[config.mk]
export PLATFORM = sky130hd
export DESIGN_NAME = fetch_queue
export DESIGN_NICKNAME = d
export VERILOG_FILES = /design/src/rtl/fetch_queue.sv
export SDC_FILE = /design/constraint.sdc
export NUM_CORES = 1
export LEC_CHECK = 0
export CORE_MARGIN = 10
export CORE_UTILIZATION = 43
export DETAILED_ROUTE_END_ITERATION = 8
export PLACE_DENSITY = 0.75
export RECOVER_POWER = 50
export SYNTH_ARGS = -nofsm -noshare
export SYNTH_HDL_FRONTEND = slang
export SYNTH_SLANG_ARGS = --single-unit
[constraint.sdc]
create_clock -name clk -period 26 [get_ports clk]
set_input_delay 3.9 -clock clk [delete_from_list [all_inputs] [get_ports clk]]
set_output_delay 3.9 -clock clk [all_outputs]
set_load 0.02 [all_outputs]
[src/rtl/fetch_queue.sv]
// rtl/fetch_queue.sv - PC generator plus DEPTH-entry {pc, instr} prefetch FIFO (optional FETCH_BYPASS_EN)
module fetch_queue #(
    parameter int              XLEN     = 32,
    parameter int              DEPTH    = 4,
    parameter logic [XLEN-1:0] RESET_PC = '0,
    parameter int              PC_STEP  = 4
) (
    input  logic                       clk,
    input  logic                       reset,
    output logic [XLEN-1:0]            iaddr,
    input  logic [XLEN-1:0]            idata,
    input  logic                       ivalid,
    input  logic                       redirect_valid,
    input  logic [XLEN-1:0]            redirect_pc,
    output logic                       deq_valid,
    input  logic                       deq_ready,
    output logic [XLEN-1:0]            deq_instr,
    output logic [XLEN-1:0]            deq_pc,
    output logic [$clog2(DEPTH+1)-1:0] count
);
    localparam int PW = $clog2(DEPTH);
    localparam int CW = $clog2(DEPTH+1);

    logic [XLEN-1:0] fpc;
    logic [XLEN-1:0] pc_mem    [DEPTH];
    logic [XLEN-1:0] instr_mem [DEPTH];
    logic [PW-1:0]   rd_ptr;
    logic [PW-1:0]   wr_ptr;
    logic [CW-1:0]   occ;

    logic full;
    logic has_data;
    logic bypass;
    logic bypass_take;
    logic deq_fire;
    logic fetch_ok;
    logic enq_fire;
    logic wr_en;
    logic rd_en;

    assign iaddr    = fpc;
    assign count    = occ;
    assign full     = (occ == CW'(DEPTH));
    assign has_data = (occ != '0);

`ifdef FETCH_BYPASS_EN
    // Empty queue with a valid fetch: hand the word straight to decode.
    assign bypass    = ~has_data & ivalid & ~redirect_valid;
    assign deq_instr = bypass ? idata : instr_mem[rd_ptr];
    assign deq_pc    = bypass ? fpc   : pc_mem[rd_ptr];
`else
    assign bypass    = 1'b0;
    assign deq_instr = instr_mem[rd_ptr];
    assign deq_pc    = pc_mem[rd_ptr];
`endif

    assign deq_valid   = (has_data & ~redirect_valid) | bypass;
    assign deq_fire    = deq_valid & deq_ready;
    assign fetch_ok    = ~full | deq_fire;
    assign enq_fire    = fetch_ok & ivalid & ~redirect_valid;
    assign bypass_take = bypass & deq_ready;
    assign wr_en       = enq_fire & ~bypass_take;
    assign rd_en       = deq_fire & ~bypass_take;

    always_ff @(posedge clk or posedge reset) begin
        if (reset) begin
            fpc    <= RESET_PC;
            rd_ptr <= '0;
            wr_ptr <= '0;
            occ    <= '0;
            for (int i = 0; i < DEPTH; i++) begin
                pc_mem[i]    <= '0;
                instr_mem[i] <= '0;
            end
        end else if (redirect_valid) begin
            // Restart target is word aligned; low address bits are dropped.
            fpc    <= redirect_pc & ~XLEN'(3);
            rd_ptr <= '0;
            wr_ptr <= '0;
            occ    <= '0;
        end else begin
            if (wr_en) begin
                pc_mem[wr_ptr]    <= fpc;
                instr_mem[wr_ptr] <= idata;
                wr_ptr            <= wr_ptr + 1'b1;
            end
            if (rd_en) begin
                rd_ptr <= rd_ptr + 1'b1;
            end
            if (enq_fire) begin
                fpc <= fpc + XLEN'(PC_STEP);
            end
            case ({wr_en, rd_en})
                2'b10:   occ <= occ + 1'b1;
                2'b01:   occ <= occ - 1'b1;
                default: occ <= occ;
            endcase
        end
    end
endmodule
## Yosys cells after proc, flatten, opt, wreduce, memory -nomap -nowiden

Index checks and enable logic that the tools add are counted.

| storage, ports and cells | value |
|---|---|
| bits in registers | 295 |
| input bits | 69 |
| output and inout bits | 100 |
| logic and storage cells | 56 |

| cells by class | value |
|---|---|
| $add $sub $neg | 5 |
| order comparisons | 3 |
| equality and inequality tests | 3 |
| muxes and demuxes | 18 |
| bitwise gates (word level) | 9 |
| reductions and logical operators | 6 |

Operator list:

| kind | count |
|---|---|
| 128-bit bitwise mux | 2 |
| 32-bit two-way mux | 7 |
| 32-bit binary-select mux with 2-bit select | 2 |
| 32-bit demux with 2-bit select | 1 |
| 32-bit by 3-bit adder with 32-bit output, second input constant | 1 |
| 2-bit two-way mux | 4 |
| 3-bit greater-or-equal comparator, second input constant | 2 |
| 2-bit NOT with 3-bit output | 2 |
| 3-bit case mux with 2 select lines | 1 |
| 3-bit nonzero test | 2 |
| 2-bit by 1-bit adder with 2-bit output, second input constant | 2 |
| 1-bit bitwise AND | 4 |
| 2-bit nonzero test | 2 |
| 3-bit by 1-bit adder with 3-bit output, second input constant | 1 |
| 3-bit == test, second input constant | 1 |
| 3-bit by 1-bit < comparator with 1-bit output, second input constant | 1 |
| 3-bit two-way mux | 1 |
| 3-bit by 1-bit subtractor with 3-bit output, second input constant | 1 |
| 2-bit by 1-bit == test with 1-bit output, second input constant | 1 |
| 2-bit == test, second input constant | 1 |
| 1-bit NOT | 2 |
| 2-bit AND reduction | 1 |
| 1-bit logical AND | 1 |
| 1-bit OR | 1 |

## Depth between registers and ports, before layout

Gate-level depths: netlist of the first run.

| depth | value |
|---|---|
| depth in word-level cells | 9 |
| mapped depth | 8 |
| mapped depth without buffers | 7 |

## Least setup slack after synthesis of the first run

OpenSTA, ideal clock, no wires.

| timing path | value |
|---|---|
| kind | input port to output port |
| start point | input port redirect_valid |
| end point | output port deq_valid |
| arrival | 4.597 ns |
| data required time | 22.100 ns |
| setup slack | 17.503 ns |
| stages | 3 |
| buffers on the path | 2 |
| cells stage by stage | clkbuf_1 > buf_1 > nor2_1 |

| on the way | value |
|---|---|
| word-level cells in the longest chain between the ends | 2 |

RTL lines:

| what | RTL line | RTL |
|---|---|---|
| from (decl) | 13 | `input logic redirect_valid,` |
| 1-bit NOT (no source line) | - |  |
| 1-bit bitwise AND | 57 | `assign deq_valid = (has_data & ~redirect_valid) \| bypass;` |
| to (decl) | 15 | `output logic deq_valid,` |

Every way passes these cells.

==> out/metrics.sh, run 1 <==
CTS.PATH.MAX_BUFFERS=3
FINALWORSTSETUPSLACK_NS=14.98
INITIAL_CORE_UTIL=0.437
SYNTH-EDFF-COUNT=0
GLOBAL_ROUTE.USAGE.TOTAL=0.157
AVGROUTEDWIREPERCELL_UM=20.9
I_O_PINS=169
DETAIL_ROUTE.ITER0.VIOLATIONS=498
HOLDCRITPATHCLASS='reg -> reg'
SHARE_OF_FINAL_LAYOUT_STANDARD_CELLS_STRONGER_THAN_DRIVE_STRENGTH_1=0.367
VIOLATED_CHECKS='max-capacitance violations, max-slew violations'
CELLINTERNALPOWER_mW=1.18
SYNTH.FF_LATCH_COUNT=285
RSZ0062_AT_GRT='false'
NUMCTSBUFFERS=34
OVERFLOW=0
SYNTH_TOP_AREA_CELL='sky130_fd_sc_hd__dfrtp_1'
POWER_FRAC_SEQ=0.419
FINAL-MAX-SLEW-VIOLATION-COUNT=331
ROUTED-VIA-COUNT=7946
MET1_USAGE=0.208
CLK_TRANSITION_REPORTED_PATHS_NS=0.06
COMBINATIONALPOWERSHARE=0.301
CLKLATENCYLATEPIN_NS=0.51
FINALPOWER_mW=1.66
REG2REGPATHDEPTH=4
FIRST_PASS_GRT_WIRE_LENGTH_MM=48.6
LARGEST_NET_DEGREE_AT_THE_START_OF_GLOBAL_ROUTING=122
SWITCHING_SHARE_OF_TOTAL_POWER=0.287
MAX-VDD-IR-DROP_V=0.0000625
MAX_CAP_VIOLATIONS=4
CLOCK_POWER_SHARE=0.280
GRT_ANTENNA_BEFORE_REPAIR=2
POWER_DENSITY_nW_PER_UM2=104
SYNTH.LIB_CELLS_USED.DISTINCT=48
FINALWIRELENGTH_MM=29.7
TIMING.SETUP.CRITICAL_PATH_CLASS='in -> async'
SYNTHCELLS=876
FIN_WORST_SKEW_NS=0.0123
FP.DIEW_UM=194
NUMPORTBUFFERS=162
FINALCRITPERIODSHARE=0.424
AREA_ENCLOSED_BY_THE_DIE_BOUNDARY_UM2=37500
SYNTH-MAIN-FF-CELL='sky130_fd_sc_hd__dfrtp_1'
CRIT_PATH_MAX_INCR_DELAY_NS=3.12
CRIT_CHAIN='dlygate4sd3_1, clkinvlp_2, clkbuf_1'
TIMING.HOLD.WS_NS=0.498
SYNTHARSTFLOPSHARE=1.00
FINALSETUPTNS_NS=0
USE_MET2=0.252
POST_SYNTH_MAIN_AREA_CONTRIBUTORS='sky130_fd_sc_hd__dfrtp_1 55%, sky130_fd_sc_hd__mux2_2 22%, sky130_fd_sc_hd__mux4_2 11%'
DRT-VIAS-PER-INSTANCE=5.58
LAYOUT.CELLS.NON_FILLER=1423
FINAL-SETUP-VIOL-COUNT=0
PRE_CTS_WS_NS=16.63
POWER.NET_SWITCHING_mW=0.476
SLEW_HEADROOM=-2.58
N_FILL_CELL=2463
ANTENNA_LEFT=0
GRT_PASS1_VIAS=8433
TIMING_WORST_SLEW_PIN_VALUE_NS=5.34
RUN_STATUS='finished with violations'
CTS_TREE='yes'
NUMBER_OF_WARNINGS_PRINTED_DURING_YOSYS_SYNTHESIS=0
DR.PASS1.ITERS=5
POST_SYNTH.CELL_AREA_AVG_UM2=14.8
SYNTH-SEQ-AREA-SHARE=0.549
POST_SYNTH_INSTANCE_AREA_UM2=13000
CORE.ROWCOUNT=63
HIGHEST_ACHIEVABLE_CLOCK_RATE_MHz=90.8
CTS.REPAIR_TIMING.SETUP_BUFFER_COUNT=0
CTS_HTREE_LEVELS=2
WORST-ENDPOINT-ARRIVAL_NS=10.64
DIE_H_UM=194
POST-PLACE-CELLS=1363
TIMING.CRITICAL_PATH.REQUIRED_NS=25.62
FLOW.AREA_GROWTH_FROM_SYNTHESIS_PCT=22.8
POST-SYNTH-TOP-AREA-FRACTION=0.549
DRC=0
FINALWEIGHTEDCONGESTION=0.730
CTS_ROOT_BUFFER='sky130_fd_sc_hd__clkbuf_16'
GRT.MET3_USAGE=0.0417
CLOCK_SINK_COUNT=285
CRITICAL-PATH-SLOWEST-CELL='sky130_fd_sc_hd__clkbuf_1'
CRITPATHMAXFANOUT=121
FINALHOLDVIOLATIONS=0
POST_CTS_HOLD_BUFFER_COUNT=0
NETS=1084
DEPTH_OF_THE_WORST_HOLD_TIMING_PATH=1
DP_HPWL_MM=18.1
ENDPOINT_TYPE_OF_THE_WORST_SETUP_PATH='asynchronous set/reset pin'
GLOBAL_ROUTE.PEAK_USAGE_LAYER='met2'
YOSYSMOSTFREQUENTCELL='sky130_fd_sc_hd__dfrtp_1'
CTS.REPAIR.RESIZED=0
LEAKAGE_nW=6.70
LAYOUT_MIN_CYCLE_TIME_NS=11.02
SYNTH.TOP_CELLS.BY_COUNT='285 x sky130_fd_sc_hd__dfrtp_1, 249 x sky130_fd_sc_hd__mux2_2, 62 x sky130_fd_sc_hd__mux4_2, 37 x sky130_fd_sc_hd__buf_2'
STARTPOINT_TYPE='input port'
CORE-AREA_UM2=29700
[power groups by stage]
stage          registers [mW]  clock network, mW  logic, mW
4_1_cts                 0.695              0.479      0.512
3_5_place_dp            0.702                  0      0.510
5_1_grt                 0.718              0.499      0.538
2_1_floorplan           0.668                  0      0.348
3_3_place_gp            0.692                  0      0.500
6_report                0.696              0.465      0.499
[layout make-up]
| type | instances | area [um2] | area share |
|---|---|---|---|
| multi-input cells | 511 | 5510 | 0.346 |
| inverters | 9 | 35.0 | 0.00220 |
| repair buffers | 168 | 1660 | 0.104 |
| well taps | 390 | 488 | 0.0306 |
| flip-flops and latches | 285 | 7140 | 0.448 |
| diodes | 2 | 5.00 | 0.000314 |
| clock buffers | 47 | 980 | 0.0615 |
| clock inverters | 11 | 128 | 0.00801 |
[placed cells by master, fill, tap and decap left out, types with 3 or more instances in the layout]
cell / n
sky130_fd_sc_hd__nand3_1: 12
sky130_fd_sc_hd__and3_1: 3
sky130_fd_sc_hd__clkdlybuf4s50_1: 125
sky130_fd_sc_hd__xor2_1: 3
sky130_fd_sc_hd__clkbuf_1: 8
sky130_fd_sc_hd__nand2_4: 4
sky130_fd_sc_hd__mux2_2: 249
sky130_fd_sc_hd__or4_1: 18
sky130_fd_sc_hd__nand2_1: 22
sky130_fd_sc_hd__clkbuf_8: 8
sky130_fd_sc_hd__nor3_1: 3
sky130_fd_sc_hd__a31oi_1: 16
sky130_fd_sc_hd__conb_1: 4
sky130_fd_sc_hd__o31a_1: 4
sky130_fd_sc_hd__dlygate4sd3_1: 37
sky130_fd_sc_hd__ha_1: 5
sky130_fd_sc_hd__a211oi_1: 4
sky130_fd_sc_hd__buf_4: 3
sky130_fd_sc_hd__o31ai_1: 14
sky130_fd_sc_hd__clkbuf_16: 34
sky130_fd_sc_hd__o21ai_0: 12
sky130_fd_sc_hd__dfrtp_1: 283
sky130_fd_sc_hd__nand4_1: 5
sky130_fd_sc_hd__nor2_1: 26
sky130_fd_sc_hd__clkinv_2: 5
sky130_fd_sc_hd__xnor2_1: 11
sky130_fd_sc_hd__nand2b_1: 4
sky130_fd_sc_hd__mux4_2: 62
sky130_fd_sc_hd__inv_1: 7
sky130_fd_sc_hd__a2111oi_0: 4
[logic make-up after synthesis]
family                   count (synthesis)  synth area share
AO/OA/AOI/OAI                           66            0.0360
XOR/XNOR                                14           0.00944
adder cells (fa/ha/maj)                  6           0.00636
buffers and inverters                   83            0.0295
flip-flops                             285             0.549
multiplexers                           313             0.325
other                                    1          0.000289
AND/OR/NAND/NOR                        108            0.0441
[flip-flops by register name (all words and copies together), names as in the netlist]
| name | flops |
|---|---|
| instr_mem | 128 |
| pc_mem | 120 |
| iaddr | 30 |
| count | 3 |
| rd_ptr | 2 |
| wr_ptr | 2 |
[worst paths after layout]
check	from	endpoint	slack [ns]
worst max-delay path	reset	instr_mem[8]$_DFFE_PP0P_	14.98
worst min-delay path	instr_mem[94]$_DFFE_PP0P_	instr_mem[94]$_DFFE_PP0P_	0.50
max in group clk	redirect_valid	deq_valid	15.50
worst min register to register	instr_mem[94]$_DFFE_PP0P_	instr_mem[94]$_DFFE_PP0P_	0.50
min in group asynchronous	reset	instr_mem[109]$_DFFE_PP0P_	5.46
worst max register to register	count[0]$_DFFE_PP0P_	pc_mem[95]$_DFFE_PP0P_	23.29
[through the flow]
stage / util / area, um2
6_report: 0.536 / 15900
5_1_grt: 0.536 / 15900
4_1_cts: 0.537 / 16000
3_5_place_dp: 0.500 / 14800
3_3_place_gp: 0.500 / 14800
2_1_floorplan: - / 13000
[layer usage]
metal	share of wire	up-vias
li1	-	3557
met1	0.43	4135
met2	0.49	207
met3	0.063	47
met4	0.018	0
met5	0	-
[worst max-delay path: cells and delay by family]
kind | cells | cell delay (ns)
buffers and inverters | 3 | 6.60
No activity file was read; power rests on OpenSTA's default activity.
==> run 2: changes to the inputs <==
Settings changed: PLACE_DENSITY 0.75 to 0.77.
Clock period 26 ns to 9.7 ns, I/O delays scaled along.
==> out/metrics.sh, run 2 (synthesis results as in run 1) <==
SLEW_HEADROOM=-1.43  # +1.14
POWER.NET_SWITCHING_mW=1.27  # +170%
CLK_TRANSITION_REPORTED_PATHS_NS=0.06  # about the same
CTS.REPAIR_TIMING.SETUP_BUFFER_COUNT=0  # unchanged
NUMCTSBUFFERS=31  # -8.8%
WORSTREG2REGEND='pc_mem[25]$_DFFE_PP0P_'
HOLDCRITPATHCLASS='reg -> reg'
ANTENNA_LEFT=0  # unchanged
LARGEST_NET_DEGREE_AT_THE_START_OF_GLOBAL_ROUTING=148  # +21%
LAYOUT_MIN_CYCLE_TIME_NS=6.09
TIMING.CRITICAL_PATH.REQUIRED_NS=10.12  # -15.50 ns
FINALSETUPTNS_NS=0  # unchanged
GLOBAL_ROUTE.USAGE.TOTAL=0.160  # +0.00243
FINAL-SETUP-VIOL-COUNT=0  # unchanged
ROUTED-VIA-COUNT=7843  # -1.3%
CTS.REPAIR.RESIZED=0  # unchanged
N_FILL_CELL=2479  # +0.65%
FINALCRITPERIODSHARE=0.628
CRIT_PATH_END='pc_mem[25]$_DFFE_PP0P_'
DP_HPWL_MM=18.2  # +0.91%
LARGEST_REG_FLOPS=128  # unchanged
OVERFLOW=0  # unchanged
AVGROUTEDWIREPERCELL_UM=21.3  # +2.1%
VIOLATED_CHECKS='max-capacitance violations, max-slew violations'
NETS=1080  # -0.37%
DIE_H_UM=194  # unchanged
PRE_CTS_WS_NS=4.47  # -12.15 ns
HIGHEST_ACHIEVABLE_CLOCK_RATE_MHz=164
MAX-VDD-IR-DROP_V=0.000190  # +200%
STARTPOINT_TYPE='input port'
DRT-VIAS-PER-INSTANCE=5.52  # -1.2%
REG2REGPATHDEPTH=4  # unchanged
ENDPOINT_TYPE_OF_THE_WORST_SETUP_PATH='register'
DRC=0  # unchanged
INITIAL_CORE_UTIL=0.437  # unchanged
FINALPOWER_mW=4.43  # +170%
CLOCK_POWER_SHARE=0.276  # -0.004
CORE-AREA_UM2=29700  # unchanged
CORE.ROWCOUNT=63  # unchanged
RR_STARTPOINT='count[0]$_DFFE_PP0P_'
FLOW.AREA_GROWTH_FROM_SYNTHESIS_PCT=22.5
CRIT_PATH_MAX_INCR_DELAY_NS=1.44  # -1.68 ns
FIN_WORST_SKEW_NS=0.0312  # +0.0189 ns
FINALWIRELENGTH_MM=30.2  # +1.9%
CTS_ROOT_BUFFER='sky130_fd_sc_hd__clkbuf_16'
LEAKAGE_nW=6.68  # -0.33%
CTS_HTREE_LEVELS=1  # -1
POWER_DENSITY_nW_PER_UM2=278  # +170%
DETAIL_ROUTE.ITER0.VIOLATIONS=399  # -20%
FIRST_PASS_GRT_WIRE_LENGTH_MM=49.6  # +1.9%
FINALWORSTSETUPSLACK_NS=3.61  # -11.37 ns
LAYOUT_COMMONEST_CELL='sky130_fd_sc_hd__dfrtp_1'
RSZ0062_AT_GRT='false'
AREA_ENCLOSED_BY_THE_DIE_BOUNDARY_UM2=37500  # unchanged
WORST_REG2REG_SETUP_SLACK_NS=6.95  # -16.34 ns
CRITICAL-PATH-SLOWEST-CELL='sky130_fd_sc_hd__clkinv_1'
SHARE_OF_FINAL_LAYOUT_STANDARD_CELLS_STRONGER_THAN_DRIVE_STRENGTH_1=0.365  # -0.00123
FP.DIEW_UM=194  # unchanged
CELLINTERNALPOWER_mW=3.16  # +170%
WORST-ENDPOINT-ARRIVAL_NS=6.51  # -4.13 ns
POST_CTS_HOLD_BUFFER_COUNT=0  # unchanged
CRITPATHMAXFANOUT=62  # -49%
NUMPORTBUFFERS=162  # unchanged
CTS.PATH.MAX_BUFFERS=3  # unchanged
MAX_FLOP_REGISTER='instr_mem'
I_O_PINS=169  # unchanged
CLOCK_SINK_COUNT=285  # unchanged
MAX_CAP_VIOLATIONS=2  # -2
COMBINATIONALPOWERSHARE=0.305  # +0.004
FINALWEIGHTEDCONGESTION=0.739  # +1.2%
TIMING.SETUP.CRITICAL_PATH_CLASS='in -> reg'
FINALHOLDVIOLATIONS=0  # unchanged
CTS_TREE='yes'
CRIT_CHAIN='dlygate4sd3_1, clkbuf_1, clkinv_1, o311a_1, nand2_4, mux2_2'
CLKLATENCYLATEPIN_NS=0.56  # +0.05 ns
CRIT_START='redirect_valid'
TIMING_WORST_SLEW_PIN_VALUE_NS=3.65  # -1.69 ns
RUN_STATUS='finished with violations'
DR.PASS1.ITERS=4  # -1
SWITCHING_SHARE_OF_TOTAL_POWER=0.287  # about the same
FINAL-MAX-SLEW-VIOLATION-COUNT=189  # -43%
GRT_ANTENNA_BEFORE_REPAIR=2  # unchanged
POWER_FRAC_SEQ=0.419  # about the same
GRT_PASS1_VIAS=8685  # +3.0%
LAYOUT.CELLS.MOST_COMMON_LIST='283 x sky130_fd_sc_hd__dfrtp_1, 249 x sky130_fd_sc_hd__mux2_2, 127 x sky130_fd_sc_hd__clkdlybuf4s50_1'
run 2: cell count changes in the layout (fill, tap and decap cells not counted), sizes merged:
cell           previous run  this run
dlygate4sd3              37        35
inv                       9        10
bufinv                    2         4
clkbuf                   50        47
clkdlybuf4s50           125       127
clkinvlp                  1         2
clkinv                    8         5
run 2: power groups by stage:
stage	Combinational (mW)	Sequential (mW)	Clock, mW
2_1_floorplan	0.933	1.79	0
3_3_place_gp	1.35	1.85	0
3_5_place_dp	1.38	1.88	0
4_1_cts	1.39	1.86	1.25
5_1_grt	1.45	1.92	1.30
6_report	1.35	1.86	1.22
run 2: metal layers:
layer,track usage,vias to the layer above,wire length [um]
li1,-,3523,-
met1,0.201,4131,13100
met3,0.0356,33,1770
met2,0.273,156,14700
met4,0.0386,0,605
met5,0,-,0
run 2: how the worst min path moves through the flow:
stage	end	slack, ns	depth (start not counted)	startpoint
6_report	instr_mem[32]$_DFFE_PP0P_	0.50	1	instr_mem[32]$_DFFE_PP0P_
5_1_grt	pc_mem[27]$_DFFE_PP0P_	0.51	1	pc_mem[27]$_DFFE_PP0P_
4_1_cts	instr_mem[94]$_DFFE_PP0P_	0.50	1	instr_mem[94]$_DFFE_PP0P_
3_5_place_dp	instr_mem[78]$_DFFE_PP0P_	0.49	1	instr_mem[78]$_DFFE_PP0P_
3_3_place_gp	pc_mem[6]$_DFFE_PP0P_	0.48	1	pc_mem[6]$_DFFE_PP0P_
2_1_floorplan	instr_mem[32]$_DFFE_PP0P_	0.47	1	instr_mem[32]$_DFFE_PP0P_
run 2: metrics by stage:
step           area (um2)  utilization  hold slack, ns  std cells
2_1_floorplan       13000            -           0.474        879
3_3_place_gp        14900        0.500           0.481       1362
3_5_place_dp        14900        0.500           0.487       1362
4_1_cts             15900        0.536           0.500       1419
5_1_grt             15900        0.535           0.509       1420
6_report            15900        0.535           0.500       1421
run 2: area by class of cell:
class	count	area, um2	share of cell area
sequential	285	7140	0.449
inverter	9	41.3	0.00260
clock inverter	12	173	0.0109
multi-input combinational	511	5510	0.346
tap	390	488	0.0307
antenna	2	5.00	0.000315
timing repair buffer	167	1650	0.104
clock buffer	45	898	0.0565
run 2: critical path, delay by kind of cell:
| kind | cells | cell delay [ns] |
|---|---|---|
| buffers and inverters | 3 | 3.14 |
| AO/OA/AOI/OAI | 1 | 0.55 |
| multiplexers | 1 | 0.43 |
| AND/OR/NAND/NOR | 1 | 0.88 |
